===== src/rtl/cpu_pkg.sv =====
// Shared core types: instruction/PC widths, their typedefs, and the fetch FSM state encoding.
package cpu_pkg;

  localparam int ADDR_W  = 9;
  localparam int INSTR_W = 16;

  typedef logic [ADDR_W-1:0]  pc_t;
  typedef logic [INSTR_W-1:0] instr_t;

  typedef enum logic [1:0] {
    IDLE = 2'd0,
    RUN  = 2'd1,
    HALT = 2'd2
  } fetch_state_e;

endpackage


===== src/rtl/fetch_unit_if.sv =====
// Fetch-to-decode handshake: buffered instruction, its PC, and valid/ready.
interface fetch_unit_if
  import cpu_pkg::*;
#(
  parameter int ADDR_W  = cpu_pkg::ADDR_W,
  parameter int INSTR_W = cpu_pkg::INSTR_W
);

  logic [INSTR_W-1:0] instr;
  logic [ADDR_W-1:0]  instr_pc;
  logic               instr_valid;
  logic               instr_ready;

  modport master (
    output instr,
    output instr_pc,
    output instr_valid,
    input  instr_ready
  );

  modport slave (
    input  instr,
    input  instr_pc,
    input  instr_valid,
    output instr_ready
  );

endinterface


===== src/rtl/fetch_unit_pc_reg.sv =====
// Program counter register: synchronous load takes priority over increment; increment wraps.
module pc_reg #(
  parameter int                ADDR_W     = cpu_pkg::ADDR_W,
  parameter logic [ADDR_W-1:0] START_ADDR = '0
) (
  input  logic              clk,
  input  logic              rst_n,
  input  logic              load,
  input  logic [ADDR_W-1:0] load_val,
  input  logic              inc,
  output logic [ADDR_W-1:0] pc
);

  always_ff @(posedge clk or negedge rst_n) begin
    if (!rst_n) begin
      pc <= START_ADDR;
    end else if (load) begin
      pc <= load_val;
    end else if (inc) begin
      pc <= pc + {{(ADDR_W-1){1'b0}}, 1'b1};
    end
  end

endmodule


===== src/rtl/fetch_unit.sv =====
// Instruction fetch stage: owns the PC, buffers one LUT word toward decode, and runs start/halt control.
module fetch_unit
  import cpu_pkg::*;
#(
  parameter int                ADDR_W     = cpu_pkg::ADDR_W,
  parameter int                INSTR_W    = cpu_pkg::INSTR_W,
  parameter logic [ADDR_W-1:0] START_ADDR = '0
) (
  input  logic               clk,
  input  logic               rst_n,
  input  logic               start,
  output logic [ADDR_W-1:0]  lut_addr,
  input  logic [INSTR_W-1:0] lut_data,
  input  logic               br_take,
  input  logic [ADDR_W-1:0]  br_target,
  input  logic               halt_req,
  output logic               done,
  fetch_unit_if.master       dec
);

  fetch_state_e       state;
  logic [ADDR_W-1:0]  pc;
  logic [INSTR_W-1:0] instr_q;
  logic [ADDR_W-1:0]  instr_pc_q;
  logic               valid_q;

  logic              in_run;
  logic              advance;
  logic              pc_load;
  logic              pc_inc;
  logic [ADDR_W-1:0] pc_load_val;

  assign in_run  = (state == RUN);
  assign advance = !valid_q || dec.instr_ready;

  // Halt outranks branch, branch outranks sequential advance.
  assign pc_load     = (!in_run && start) || (in_run && !halt_req && br_take);
  assign pc_load_val = in_run ? br_target : START_ADDR;
  assign pc_inc      = in_run && !halt_req && !br_take && advance;

  pc_reg #(
    .ADDR_W     (ADDR_W),
    .START_ADDR (START_ADDR)
  ) u_pc_reg (
    .clk      (clk),
    .rst_n    (rst_n),
    .load     (pc_load),
    .load_val (pc_load_val),
    .inc      (pc_inc),
    .pc       (pc)
  );

  assign lut_addr = pc;

  always_ff @(posedge clk or negedge rst_n) begin
    if (!rst_n) begin
      state      <= IDLE;
      instr_q    <= '0;
      instr_pc_q <= '0;
      valid_q    <= 1'b0;
      done       <= 1'b0;
    end else begin
      case (state)
        IDLE: begin
          valid_q <= 1'b0;
          if (start) begin
            state <= RUN;
          end
        end
        RUN: begin
          if (halt_req) begin
            valid_q <= 1'b0;
            done    <= 1'b1;
            state   <= HALT;
          end else if (br_take) begin
            // Flush the buffered word even if decode is ready this cycle.
            valid_q <= 1'b0;
          end else if (advance) begin
            instr_q    <= lut_data;
            instr_pc_q <= pc;
            valid_q    <= 1'b1;
          end
        end
        HALT: begin
          valid_q <= 1'b0;
          if (start) begin
            done  <= 1'b0;
            state <= RUN;
          end
        end
        default: begin
          valid_q <= 1'b0;
          done    <= 1'b0;
          state   <= IDLE;
        end
      endcase
    end
  end

  assign dec.instr       = instr_q;
  assign dec.instr_pc    = instr_pc_q;
  assign dec.instr_valid = valid_q;

endmodule


===== src/flat_wrapper.sv =====
// flat-port wrapper written by rule: the top's interface ports become plain ports
module fetch_unit_flat import cpu_pkg::*;
#(
  parameter int                ADDR_W     = cpu_pkg::ADDR_W,
  parameter int                INSTR_W    = cpu_pkg::INSTR_W,
  parameter logic [ADDR_W-1:0] START_ADDR = '0
)
  (clk, rst_n, start, lut_addr, lut_data, br_take, br_target, halt_req, done, dec_instr, dec_instr_pc, dec_instr_valid, dec_instr_ready);
  fetch_unit_if #(.ADDR_W(ADDR_W), .INSTR_W(INSTR_W)) dec_i ();
  input  logic clk;
  input  logic rst_n;
  input  logic start;
  output logic [ADDR_W-1:0] lut_addr;
  input  logic [INSTR_W-1:0] lut_data;
  input  logic br_take;
  input  logic [ADDR_W-1:0] br_target;
  input  logic halt_req;
  output logic done;
  output wire logic [$bits(dec_i.instr)-1:0] dec_instr;
  output wire logic [$bits(dec_i.instr_pc)-1:0] dec_instr_pc;
  output wire logic [$bits(dec_i.instr_valid)-1:0] dec_instr_valid;
  input wire logic [$bits(dec_i.instr_ready)-1:0] dec_instr_ready;
  assign dec_instr = dec_i.instr;
  assign dec_instr_pc = dec_i.instr_pc;
  assign dec_instr_valid = dec_i.instr_valid;
  assign dec_i.instr_ready = dec_instr_ready;
  fetch_unit #(.ADDR_W(ADDR_W), .INSTR_W(INSTR_W), .START_ADDR(START_ADDR)) u_core (.clk(clk), .rst_n(rst_n), .start(start), .lut_addr(lut_addr), .lut_data(lut_data), .br_take(br_take), .br_target(br_target), .halt_req(halt_req), .done(done), .dec(dec_i));
endmodule

===== config.mk =====
export PLATFORM = sky130hd
export DESIGN_NAME = fetch_unit_flat
export DESIGN_NICKNAME = d
export VERILOG_FILES = /design/src/rtl/cpu_pkg.sv /design/src/rtl/fetch_unit_if.sv /design/src/rtl/fetch_unit_pc_reg.sv /design/src/rtl/fetch_unit.sv /design/src/flat_wrapper.sv
export SDC_FILE = /design/constraint.sdc
export NUM_CORES = 1
export LEC_CHECK = 0
export CORE_ASPECT_RATIO = 1.5
export CORE_UTILIZATION = 43
export DETAILED_ROUTE_END_ITERATION = 8
export PLACE_DENSITY = 0.89
export REMOVE_ABC_BUFFERS = 1
export SLEW_MARGIN = 20
export SYNTH_ARGS = -nofsm -noshare
export SYNTH_HDL_FRONTEND = slang
export SYNTH_SLANG_ARGS = --single-unit

===== constraint.sdc =====
create_clock -name clk -period 1.9 [get_ports clk]
set_input_delay 0.19 -clock clk [delete_from_list [all_inputs] [get_ports clk]]
set_output_delay 0.19 -clock clk [all_outputs]
set_load 0.01 [all_outputs]

* Word level (Yosys, flattened, before mapping)
Cells that the tools add are included.
** Word-level totals
- Logic and storage cells :: 46
- Input bits :: 31
- Output and inout port bits :: 36
- Bits in registers :: 38
** Operators by class
- Bitwise operators :: 3
- Equality and inequality tests :: 6
- $add $sub $neg :: 1
- Reduce and logical (&&, ||, !) cells :: 17
- Muxes and demuxes :: 13
** Operator list (number)
- $mux 9 :: 3
- $add 9x1->9 const B :: 1
- $mux 1 :: 6
- $logic_and 1x1->1 :: 5
- $logic_not 1->1 :: 4
- $mux 2 :: 2
- $ne 2x2->1 const B :: 2
- $ne 4x4->1 const B :: 1
- $pmux 2 s2 :: 1
- $reduce_and 4->1 :: 1
- $not 1->1 :: 3
- $pmux 1 s3 :: 1
- $reduce_and 3->1 :: 1
- $eq 2x1->1 const B :: 1
- $eq 2x2->1 const B :: 1
- $logic_not 2->1 :: 1
- $logic_or 1x1->1 :: 2
- $ne 2x1->1 const B :: 1
- $reduce_and 2->1 :: 1
- $reduce_bool 2->1 :: 1
- $reduce_or 2->1 :: 1

* Logic depth before layout (Yosys ltp)
- Depth after elaboration :: 6
- Gate-level depth with buffers :: 5
- Mapped depth without buffers :: 5

* Hierarchy
A second synthesis with hierarchy kept.
** Unflattened totals
- Cell total of the unflattened synthesis :: 139
- Area total of the unflattened synthesis :: 1780.5 um^2
** By module, submodules not included
- fetch_unit :: sequential area each 725.7 um^2, instances 1, area an instance 1266.2 um^2, cells an instance 83
- pc_reg :: sequential area each 225.2 um^2, instances 1, area an instance 514.2 um^2, cells an instance 56

* Worst setup path before layout
Ideal clock, no wire load.
- Path type :: flip-flop to flip-flop
- Start point :: register u_core.state[1]
- End point :: register u_core.u_pc_reg.pc[5]
- Path slack :: 345 ps
- Data required time :: 1773 ps
- Arrival :: 1428 ps
- Stages on the path, launching flop included :: 5
- Path buffers :: 0
- Period minus slack after synthesis :: 1555 ps
- Library setup time :: 127 ps
- Cell sequence :: dfrtp_1 nand2b_1 a221oi_2 a21oi_1 o2bb2a_1
** On the way
- Longest elaborated chain between the ends :: 5
- Elaborated cells on any way between the ends :: 11
- Those cells by class :: eq/ne (1); mux (2); reduce/logical (8)
** Ends and longest elaborated chain
- start: declaration :: line fetch_unit.sv:21 : fetch_state_e state;
- start signal: assignment :: line fetch_unit.sv:57 : state <= IDLE;
- start signal: assignment :: line fetch_unit.sv:67 : state <= RUN;
- start signal: assignment :: line fetch_unit.sv:74 : state <= HALT;
- $eq 2x1->1 (*) :: line fetch_unit.sv:33 : assign in_run = (state == RUN);
- $logic_not 1->1 / $logic_and 1x1->1 (equally long branches) :: line fetch_unit.sv:37, fetch_unit.sv:39
- $logic_and 1x1->1, on equally long branches :: line fetch_unit.sv:37, fetch_unit.sv:39
- $logic_or 1x1->1 / $logic_and 1x1->1 (equally long branches) :: line fetch_unit.sv:37, fetch_unit.sv:39
- $mux 9 / $reduce_bool 2->1 (equally long branches)
- end signal: assignment :: line fetch_unit_pc_reg.sv:18 : pc <= load_val;
- end signal: assignment :: line fetch_unit_pc_reg.sv:20 : pc <= pc + {{(ADDR_W-1){1'b0}}, 1'b1};
- end: declaration :: line fetch_unit_pc_reg.sv:11 : output logic [ADDR_W-1:0] pc
Every way passes the cells marked *; elsewhere a longest branch is shown, timed or not.
A chain may end at the register's enable or synchronous reset.

* Worst setup path after layout
- Start point :: register u_core.state[1]
- End point :: register u_core.u_pc_reg.pc[7]
The elaborated chain is that of the path after synthesis.

==> out/results.ini <==
[logic_synthesis]
synth-xor-area-share_pct = 0.522
synth_mux_area_share_pct = 16.1
yosysWarningCount = 0
synth-seq-area-share_pct = 56.7
yosysUniqueCellTypes = 29
synth_common_cells = dfrtp_1, mux2_1, nand2_1
synthArstFlopShare_pct = 100
syn_area_mm2 = 0.00168
synth_top_area_cell = dfrtp_1
synth_compound_gate_area_share_pct = 12.3
synth_edf_count = 0
synth-simple-area-share_pct = 11.7
synth_top_family_by_area = multiplexers
synth_top_area_share_pct = 56.7
netlist_instances = 136
ys.flop_type = dfrtp_1
avgSynthCellArea_um2 = 12.3
synth-seq-cells = 38
synth-adder-area-share_pct = 0.746
synth.most_common_cell = dfrtp_1
yosys-top-cells-area = dfrtp_1, mux2_1, nand2_1, a21oi_1, o2bb2a_1

[die]
die_w_um = 53.0
coreArea_mm2 = 0.00372
initial_core_util_pct = 45.1
io_pins = 67
die_area_mm2 = 0.00416
rows = 27
dieHeight_um = 78.5

[clock_network]
cts.repair.resized = 0
clk-insertion-delay-late_ps = 290
htree_levels = 2
cts_sinks = 38
cts_tree = yes
ctsHoldBuffers = 0
root_buffer = clkbuf_8
path_clk_slew_ps = 70
cts_buffers = 5
cts_buffer_depth = 2
post_cts.repair.setup_buffers = 0

[status]
violations = negative hold slack
status = complete, but fails checks

[sta]
finalClockSkew_ps = 5.15
finalCritPeriodShare_pct = 85.2
rsz0062_at_grt = no
fin_crit_ps = 1620
hold_viol = 33
max_freq_ghz = 0.618
slew_headroom_pct = 45.0
drv_slew = 0
worstMarginPinSlew_ps = 825
holdWs_ps = -7.54
finalSetupViolCount = 0

[grt]
track_usage_pct = 22.3
grt_pass1_wl_mm = 6.66
first_global_vias = 1506
grt_overflow = 0
antenna_found_initial = 0
grt_max_degree = 39

[routing]
routedWlPerCell_um = 15.1
num_vias = 1370
drt_pass1_iterations = 4
first_iter_violations = 21
drc_errors = 0
wl_mm = 3.86
antenna_left = 0
avgViaCountPerCell = 5.35

[worst_setup_path]
reg2reg_to = u_core.u_pc_reg.pc[7]$_DFFE_PN0P_
r2r_cells = 5
path_max_fanout = 8
worstPathRequired_ps = 2070
worstSetupStartpointType = register
reg2reg_slack_ps = 280
arrival_ps = 1790
critPathCaptureType = register
reg2reg_from = u_core.state[1]$_DFFE_PN0P_
cp-startpoint = u_core.state[1]$_DFFE_PN0P_
worstSetupPathType = register to register

[layout]
largest_reg_flops = 16
drive_gt1_share_pct = 9.86
antenna_cells = 0
fill_cells = 281
fin_nets = 244
synthToLayoutAreaGrowth_pct = 49.9
utilization_pct = 67.6

[placed_design]
place_hpwl_mm = 2.82
gp_congestion = 0.803
io_buffers = 66

[pwr]
p_int_mw = 2.04
leakagePower_nw = 1.08
ir_drop_mv = 1.39
design_power_total_mw = 2.93
comb_power_share_pct = 37.6
sw_frac_of_total_pct = 30.2
pwr-share-seq_pct = 43.1
power.switching_mw = 0.885
powerDensity_mw_per_mm2 = 1160
power.share.clock_pct = 19.3

[run]
cap_violations = 0

[hold_path]
hold_path_class = input port to asynchronous set/reset pin

[layout by cell type (no fill, tap or decap), types with 2 or more instances in the layout]
cell             count
a21oi_1              9
a2bb2oi_1            2
buf_4                8
clkbuf_8             6
clkdlybuf4s50_1     65
dfrtp_1             38
inv_1                2
mux2_1              24
nand2_1             15
nand2b_1             3
nand3_1              5
nand4_1              4
nor2_1               2
o21ai_0              2
o21ai_1              6
o22ai_1              2
o2bb2a_1             4
[cells by family after synthesis]
logic type / after synthesis
flops: 38
xor+xnor: 1
simple gates: 35
fa+ha+maj: 1
mux: 24
buf+inv: 7
compound gates: 30
[cell type report]
cell class              instances  area, um^2  share of cell area [%]
multi-input cells              91         694                    27.6
inverters                       2        7.51                   0.299
well taps                      43        53.8                    2.14
repair buffers                 74         716                    28.5
clock inverters                 1        5.00                   0.199
clock buffers                   7        86.3                    3.43
flip-flops and latches         38         951                    37.8
[power by group through the flow]
stage	Combinational (mW)	Sequential, mW	Clock [mW]
6_report	1.10	1.26	0.564
5_1_grt	1.19	1.31	0.608
4_1_cts	1.11	1.26	0.583
3_5_place_dp	1.10	1.28	0
3_3_place_gp	1.08	1.25	0
2_1_floorplan	0.291	1.37	0
[how the worst max path moves through the flow]
| stage | cells after the start | slack [ps] | endpoint |
|---|---|---|---|
| CTS | 5 | 280 | u_core.u_pc_reg.pc[7]$_DFFE_PN0P_ |
| global placement | 6 | 50 | u_core.u_pc_reg.pc[6]$_DFFE_PN0P_ |
| global route | 5 | 170 | u_core.u_pc_reg.pc[7]$_DFFE_PN0P_ |
| detailed placement | 6 | -7 | u_core.u_pc_reg.pc[7]$_DFFE_PN0P_ |
| finish | 5 | 280 | u_core.u_pc_reg.pc[7]$_DFFE_PN0P_ |
| floorplan | 4 | 80 | u_core.u_pc_reg.pc[7]$_DFFE_PN0P_ |
[per-layer routing]
layer	track usage, %	vias to the layer above	share of wire (%)
met1	23.0	654	36
met4	10.8	0	2.4
met5	0	-	0
li1	-	646	-
met3	10.5	9	10
met2	36.8	61	52
[through the flow]
step	cells	TNS [ps]	setup WS (ps)	area, um^2
finish	256	0	282	2510
CTS	256	0	278	2510
global route	256	0	172	2510
floorplan	131	0	77.2	1650
global placement	248	0	47.8	2420
detailed placement	248	-6.60	-6.60	2420
[critical path, cell delays in order (launching register included)]
cell      delay, ps
dfrtp_1         430
nand2b_1        240
a221oi_2        290
buf_4           190
a21oi_1          40
o2bb2a_1        300
Note: power is estimated with default switching activity, not from simulation.
==> variant: new RTL, same flow settings <==
Set the package constant `INSTR_W` to 32 (it was 16).
--- a/src/rtl/cpu_pkg.sv
+++ b/src/rtl/cpu_pkg.sv
@@ -4,3 +4,3 @@
   localparam int ADDR_W  = 9;
-  localparam int INSTR_W = 16;
+  localparam int INSTR_W = 32;
 
Ports: changed (resized dec_instr and lut_data); port bits go from 67 to 99. No check against the original RTL was run, so the function may have changed too.
==> variant against the unedited design <==
- clock skew rose by 0.0052 ns
- worst setup slack got worse by 0.11 ns
- wire length rose by 39%
- area after synthesis rose by 44%
- worst hold slack improved by 0.45 ns
- sequential cell count rose by 16
- synthesized cell count rose by 24%
- count of clock-buffer cells in the layout fell by 2
- first-iteration DRC count rose to 3.1 times the old value
- total power rose by 54%
- final cell count rose by 37%
- final area rose by 45%
- die area rose by 43%
- critical path type unchanged
- critical endpoint is now u_core.u_pc_reg.pc[4]
- largest cell class unchanged
- largest power group is now combinational logic
- highest routed layer unchanged
==> variant: results (changes against the unedited design) <==
[layout]
layout-drive-gt1-share_pct = 26.1  ; +16 points
largest_register_ff_count = 32  ; +16
fill_cells = 439  ; +56%
final_net_count = 327  ; +34%

[global_routing]
track_usage_pct = 19.0  ; -3.3 points
use_met2_pct = 34.2  ; -2.6 points
grt_max_degree = 33  ; -15%
grt_pass1_wl_mm = 8.78  ; +32%

[setup_path]
arrival_ns = 1.92  ; +0.13 ns
r2r-end = u_core.u_pc_reg.pc[4]
critPathTopFamily = simple AND/OR/NAND/NOR gates

[detailed_routing]
drt_iter0_drc = 66  ; +210%
wl_per_cell_um = 15.4  ; +1.9%

[yosys]
netlist_instances = 169  ; +24%
ys_seq_area_share_pct = 55.9  ; -0.84 points
yosysUniqueCellTypes = 30  ; +3.4%
yosys-top-cells-area = dfrtp_1 56%, mux2_4 15%, mux2_2 7.4%
netlist_top_cells_count = 54 x dfrtp_1, 24 x mux2_4, 16 x mux2_2

[power]
irDropWorstVdd_v = 0.000734  ; -47%
p_int_mw = 3.16  ; +55%
leakagePower_nw = 1.62  ; +51%

[min_path]
hold_path_class = in -> reg

[place]
gp_congestion = 0.793  ; -1.3%
io_buffers = 98  ; +48%

[outcome]
status = finished clean

[clocking]
clkTransAtPathRegs_ns = 0.10  ; +0.03 ns

[variant: cell types whose count changed in the layout (fill, tap and decap cells not counted), moves of 3 or more]
cell             unedited run  this run
mux2_2                      0        16
dfrtp_1                    38        54
a22oi_1                     0         4
o31ai_1                     1         4
buf_12                      0         3
mux2_1                     24         0
clkdlybuf4s50_1            65        97
or2_2                       0         4
o21ai_1                     6         1
mux2_4                      0        24
a21oi_1                     9         3
[variant: cell families (layout without fill, tap and decap cells)]
group                    after synthesis  in the layout  synth area share, %
AND/OR/NAND/NOR                       32             32                 7.40
AO/OA/AOI/OAI                         30             30                 10.4
buffers and inverters                 11            122                 3.10
XOR/XNOR                               1              1                0.362
multiplexers                          40             40                 22.3
flip-flops                            54             54                 55.9
adder cells (fa/ha/maj)                1              1                0.517
[variant: through the flow]
step	worst slack, ns	instance area [um^2]	hold slack [ns]	total power [mW]	TNS (ns)
after CTS	0.164	3650	0.428	4.55	0
after floorplan	-0.263	2350	-0.106	2.70	-7.65
after global routing	0.0493	3650	0.450	4.74	0
after global placement	-0.0325	3550	0.297	3.81	-0.124
after detailed placement	-0.0923	3550	0.295	3.87	-0.390
final	0.168	3650	0.438	4.51	0
[variant: how the worst max path moves through the flow]
stage,end,cells past startpoint
finish,u_core.u_pc_reg.pc[4],5
global route,u_core.u_pc_reg.pc[4],5
CTS,u_core.u_pc_reg.pc[4],5
detailed placement,u_core.u_pc_reg.pc[7],6
global placement,u_core.u_pc_reg.pc[7],6
floorplan,u_core.u_pc_reg.pc[5],4
[variant: power by group through the flow]
stage	sequential (mW)	combinational (mW)	clock, mW
global route	1.92	2.09	0.730
finish	1.86	1.98	0.660
detailed placement	1.88	1.99	0
floorplan	2.05	0.650	0
global placement	1.85	1.96	0
CTS	1.86	2.01	0.678
[variant: tightest hold or removal path: cells and delay by family]
family	cells	cell delay, ns
AND/OR/NAND/NOR	1	0.06
AO/OA/AOI/OAI	1	0.05
buffers and inverters	1	0.40
[variant: layout make-up]
cell class / count / area [um^2] / share of cell area, %
flip-flops and latches: 54 / 1350 / 37.0
multi-input cells: 104 / 992 / 27.2
well taps: 70 / 87.6 / 2.40
repair buffers: 111 / 1110 / 30.5
clock buffers: 5 / 68.8 / 1.89
clock inverters: 3 / 25.0 / 0.686
inverters: 3 / 11.3 / 0.309
[variant: metal layers]
metal  share of wire, %  vias to the layer above
met3                3.3                       10
met1                 39                      899
met2                 55                       55
met4                2.4                        0
met5                  0                        -
li1                   -                      831
